## src/rtl/ts_alloc_ctrl.sv

```systemverilog
// Timeslot allocation controller: double-buffered allocation bitmap with a host shadow bank,
// superframe-aligned commit, 1-cycle parser lookup and saturating hit/miss statistics.
module ts_alloc_ctrl #(
    parameter int TS_AW  = 10,
    parameter int TS_NUM = 1024,
    parameter int CNT_W  = 16
) (
    input  logic             sys_clk,
    input  logic             rst_n,
    input  logic             byte_rd,
    input  logic [TS_AW-1:0] timeslot,
    output logic             ts_vld,
    input  logic             cfg_wr_en,
    input  logic [TS_AW-1:0] cfg_addr,
    input  logic             cfg_wr_data,
    input  logic             cfg_clear,
    input  logic             cfg_commit,
    output logic             cfg_ready,
    output logic             commit_pending,
    output logic             commit_done,
    input  logic             cnt_clr,
    output logic [CNT_W-1:0] hit_cnt,
    output logic [CNT_W-1:0] miss_cnt
);

    typedef enum logic [2:0] {
        ST_INIT,
        ST_IDLE,
        ST_CLEAR,
        ST_PEND,
        ST_COPY
    } state_t;

    state_t           state_q;
    logic [TS_AW-1:0] waddr_q;
    logic             bank_sel_q;
    logic             ready_q;
    logic             pend_q;
    logic             done_q;
    logic             vld_q;
    logic             vld_d;
    logic [CNT_W-1:0] hit_q;
    logic [CNT_W-1:0] hit_d;
    logic [CNT_W-1:0] miss_q;
    logic [CNT_W-1:0] miss_d;

    logic [TS_NUM-1:0] bank0_q;
    logic [TS_NUM-1:0] bank1_q;

    logic             wr_last;
    logic             swap;
    logic             rd_bank;
    logic             rd_bit;
    logic             lookup_en;
    logic             copy_bit;
    logic             init_we;
    logic             sh_we;
    logic             we0;
    logic             we1;
    logic [TS_AW-1:0] wr_addr;
    logic             wr_data;

    function automatic logic [CNT_W-1:0] sat_inc(input logic [CNT_W-1:0] v);
        return (&v) ? v : v + CNT_W'(1);
    endfunction

    assign wr_last   = (waddr_q == TS_AW'(TS_NUM - 1));
    // The swapping lookup must already see the incoming bank, so select ahead of the toggle.
    assign swap      = (state_q == ST_PEND) && byte_rd && (timeslot == '0);
    assign rd_bank   = bank_sel_q ^ swap;
    assign rd_bit    = rd_bank ? bank1_q[timeslot] : bank0_q[timeslot];
    assign lookup_en = byte_rd && (state_q != ST_INIT);
    assign copy_bit  = bank_sel_q ? bank1_q[waddr_q] : bank0_q[waddr_q];

    always_comb begin
        sh_we   = 1'b0;
        wr_addr = waddr_q;
        wr_data = 1'b0;
        case (state_q)
            ST_IDLE: begin
                if (ready_q && cfg_wr_en && !cfg_clear) begin
                    sh_we   = 1'b1;
                    wr_addr = cfg_addr;
                    wr_data = cfg_wr_data;
                end
            end
            ST_CLEAR: sh_we = 1'b1;
            ST_COPY: begin
                sh_we   = 1'b1;
                wr_data = copy_bit;
            end
            default: ;
        endcase
    end

    // The shadow is whichever bank bank_sel does not point at.
    assign init_we = (state_q == ST_INIT);
    assign we0     = init_we | (sh_we & bank_sel_q);
    assign we1     = init_we | (sh_we & ~bank_sel_q);

    always_ff @(posedge sys_clk) begin
        if (we0) bank0_q[wr_addr] <= wr_data;
        if (we1) bank1_q[wr_addr] <= wr_data;
    end

    always_ff @(posedge sys_clk or negedge rst_n) begin
        if (!rst_n) begin
            state_q    <= ST_INIT;
            waddr_q    <= '0;
            bank_sel_q <= 1'b0;
            ready_q    <= 1'b0;
            pend_q     <= 1'b0;
            done_q     <= 1'b0;
        end else begin
            done_q <= 1'b0;
            case (state_q)
                ST_INIT: begin
                    waddr_q <= waddr_q + TS_AW'(1);
                    if (wr_last) begin
                        state_q <= ST_IDLE;
                        ready_q <= 1'b1;
                    end
                end
                ST_IDLE: begin
                    if (cfg_clear) begin
                        state_q <= ST_CLEAR;
                        waddr_q <= '0;
                        ready_q <= 1'b0;
                    end else if (cfg_commit) begin
                        state_q <= ST_PEND;
                        ready_q <= 1'b0;
                        pend_q  <= 1'b1;
                    end
                end
                ST_CLEAR, ST_COPY: begin
                    waddr_q <= waddr_q + TS_AW'(1);
                    if (wr_last) begin
                        state_q <= ST_IDLE;
                        ready_q <= 1'b1;
                    end
                end
                ST_PEND: begin
                    if (swap) begin
                        bank_sel_q <= ~bank_sel_q;
                        state_q    <= ST_COPY;
                        waddr_q    <= '0;
                        pend_q     <= 1'b0;
                        done_q     <= 1'b1;
                    end
                end
                default: state_q <= ST_INIT;
            endcase
        end
    end

    always_comb begin
        vld_d  = vld_q;
        hit_d  = hit_q;
        miss_d = miss_q;
        if (byte_rd) vld_d = lookup_en & rd_bit;
        if (cnt_clr) begin
            hit_d  = '0;
            miss_d = '0;
        end else if (lookup_en) begin
            if (rd_bit) hit_d = sat_inc(hit_q);
            else        miss_d = sat_inc(miss_q);
        end
    end

    always_ff @(posedge sys_clk or negedge rst_n) begin
        if (!rst_n) begin
            vld_q  <= 1'b0;
            hit_q  <= '0;
            miss_q <= '0;
        end else begin
            vld_q  <= vld_d;
            hit_q  <= hit_d;
            miss_q <= miss_d;
        end
    end

    assign ts_vld         = vld_q;
    assign cfg_ready      = ready_q;
    assign commit_pending = pend_q;
    assign commit_done    = done_q;
    assign hit_cnt        = hit_q;
    assign miss_cnt       = miss_q;

endmodule

```

## config.mk

```make
export PLATFORM = sky130hd
export DESIGN_NAME = ts_alloc_ctrl
export DESIGN_NICKNAME = d
export VERILOG_FILES = /design/src/rtl/ts_alloc_ctrl.sv
export SDC_FILE = /design/constraint.sdc
export NUM_CORES = 2
export LEC_CHECK = 0
export ABC_CLOCK_PERIOD_IN_PS = 101900
export CAP_MARGIN = 5
export CORE_MARGIN = 3
export CORE_UTILIZATION = 29
export CTS_CLUSTER_DIAMETER = 200
export CTS_CLUSTER_SIZE = 25
export DETAILED_ROUTE_END_ITERATION = 10
export HOLD_SLACK_MARGIN = 0.08
export PLACE_DENSITY = 0.54
export SYNTH_ARGS = -nofsm -noshare
export SYNTH_HDL_FRONTEND = slang
export SYNTH_SLANG_ARGS = --single-unit
```

## constraint.sdc

```tcl
create_clock -name sys_clk -period 101.9 [get_ports sys_clk]
set_input_delay 15.285 -clock sys_clk [delete_from_list [all_inputs] [get_ports sys_clk]]
set_output_delay 15.285 -clock sys_clk [all_outputs]
set_load 0.03 [all_outputs]
```

==> results.cfg <==
[layout]
drive_above_1_share_pct = 22.3
final_common_cell = nor2_1
design_area_sq_mm = 0.116
final_cell_mix = nor2_1, edfxtp_1, mux4_2, mux2i_1, buf_4
area_growth_pct = 7.89
final_nets = 6986

[logic_synthesis]
async_flop_share_pct = 2.38
syn-num-nets = 7394
synth_warnings = 0
synthCells = 7363
ys_seq_elements = 2098
synth_area_sq_mm = 0.107
ys_seq_area_share_pct = 58.5
synth_cell_type_count = 71
synth_ff_type = edfxtp_1
syn_avg_cell_area_sq_um = 14.6
synth_edf_count = 2048

[floorplan]
initial_core_util_pct = 29.2
die_w_um = 614
die_h_um = 614
dieArea_sq_mm = 0.377
io_pins = 64
core_area_sq_mm = 0.367
row_count = 222

[timing]
worst_pin_slew_ns = 1.33
period_needed_ns = 21.95
fmax_ghz = 0.0455
fin_skew_ns = 0.0474
drv_slew = 0
rsz0062_at_grt = false
max_slew_margin_pct = 11.0
final.setup.tns_ns = 0
final-setup-viol-count = 0
min_period_over_period_pct = 21.5
final_hold_viol_count = 0

[worst_setup_path]
path_max_fanout = 77
start_kind = primary input
crit_start = timeslot[0]
crit_type = primary input to flop
endpoint_kind = flop
required_ns = 102.61
crit-reg2reg-launch = waddr_q[1]
arrival_ns = 22.67

[clock_network]
cts_resized = 0
cts_num_sinks = 2098
worstSkewPairLatency_ns = 0.81
clock-root-buffer = clkbuf_16
htreeDepth = 3
cts_buffers = 93
cts_setup_buffers = 0
cts_buffer_depth = 3
cts_hold_buf = 0
tritoncts = done
path_clk_slew_ns = 0.11

[min_path]
min_path_type = flop to flop
min_from = hit_cnt[1]

[detailed_routing]
drtPass1Iterations = 8
routed_wl_mm = 391
drt_iter0_drc = 10300
wl_per_cell_um = 32.7
drc = 0
drtAntennaViolNets = 0
vias = 70500
vias_per_cell = 5.90

[grt]
gr-total-overflow = 0
antenna_found_initial = 21
grt_pass1_wl_mm = 544
grt_max_degree = 266
grt_pass1_vias = 68400
track_usage_pct = 20.2

[power]
p_leak_nw = 28.2
power_density_mw_per_mm2 = 12.5
power_mw = 1.44
peakVddDrop_mv = 0.0123

[status]
outcome = completed

[place]
portBuffers = 63
hpwl_mm = 222
gp_congestion = 0.870
placed_cell_area_sq_mm = 0.113

[run]
cap_violations = 0
[kinds of logic (layout without fill, tap and decap cells)]
kind of cell	Yosys count	count (layout)	synth area share, %
AO/OA/AOI/OAI	510	510	3.27
XOR/XNOR	4	4	0.0327
adder cells (fa/ha/maj)	3	3	0.0350
AND/OR/NAND/NOR	2611	2611	9.81
other	0	21	0
multiplexers	1335	1335	25.2
flip-flops	2098	2098	58.5
buffers and inverters	802	438	3.16
[per-layer routing]
metal  vias to the layer above  track usage (%)  wire length, um
met4                         6             9.06            19700
li1                      27500                -                -
met1                     37800             26.4           147000
met3                       812             4.27            41900
met5                         -                0               44
met2                      4426             32.4           183000
[layout make-up]
type / count / area, sq um
repair buffers: 280 / 2470
clock buffers: 133 / 2520
fillers: 36000 / 251000
diodes: 21 / 52.6
well taps: 4928 / 6170
flip-flops and latches: 2098 / 62800
clock inverters: 6 / 47.5
multi-input cells: 4463 / 41600
inverters: 19 / 71.3
[critical path, cell delays in order]
cell and delay [ns]:
buf_8 0.43, buf_4 0.65, buf_4 0.71, buf_12 0.52, buf_4 0.76, nor2b_1 0.38
a22oi_1 0.75, o22ai_1 0.19, a2111oi_0 0.49, a211oi_1 0.14, a211o_1 0.29, or4b_1 0.23
o22a_2 0.75, nand3_1 0.25, mux2_2 0.34
[report_power, final]
part | internal, mW | switching (mW) | leakage, nW
clock | 0.174 | 0.280 | 1.24
combinational | 0.0163 | 0.0407 | 11.9
sequential | 0.931 | 0.00000000000000000762 | 15.1
[cells in the mapped netlist, drive strengths merged (26+ instances only)]
cell	count	area, sq um
a211oi	30	225
a21oi	92	460
a22oi	147	1100
a31oi	26	163
buf	273	1400
clkbuf	510	1910
dfrtp	50	1250
edfxtp	2048	61500
mux2	32	360
mux2i	217	2170
mux4	1086	24500
nand2	157	589
nand3	102	510
nor2	2128	7990
nor2b	37	231
nor3	42	210
o21ai	62	310
o22ai	33	206
[metrics by stage]
stage	hold WS [ns]	instances	util [%]	setup WS [ns]
5_1_grt	0.635	11900	31.5	79.56
6_report	0.604	11900	31.5	79.95
2_1_floorplan	0.570	7363	-	30.96
4_1_cts	0.609	11900	31.5	80.01
3_5_place_dp	0.591	11800	30.8	79.17
3_3_place_gp	0.564	11800	30.8	79.26
[path summary, 6_finish.rpt]
path                           endpoint  slack, ns  cells past startpoint
setup reg to reg           bank0_q[510]      90.93                     16
min in group asynchronous    hit_cnt[9]      14.64                      2
hold / removal               hit_cnt[1]       0.60                      2
hold reg to reg              hit_cnt[1]       0.60                      2
setup / recovery             hit_cnt[0]      79.95                     15
max in group asynchronous    waddr_q[1]      86.60                      2
[flip-flops by register name (all words and copies together), names as in the netlist]
name            flops
miss_cnt           16
commit_pending      1
waddr_q            10
bank_sel_q          1
ts_vld              1
bank1_q          1024
bank0_q          1024
cfg_ready           1
commit_done         1
state_q             3
hit_cnt            16
No activity file was read; power rests on OpenSTA's default activity.
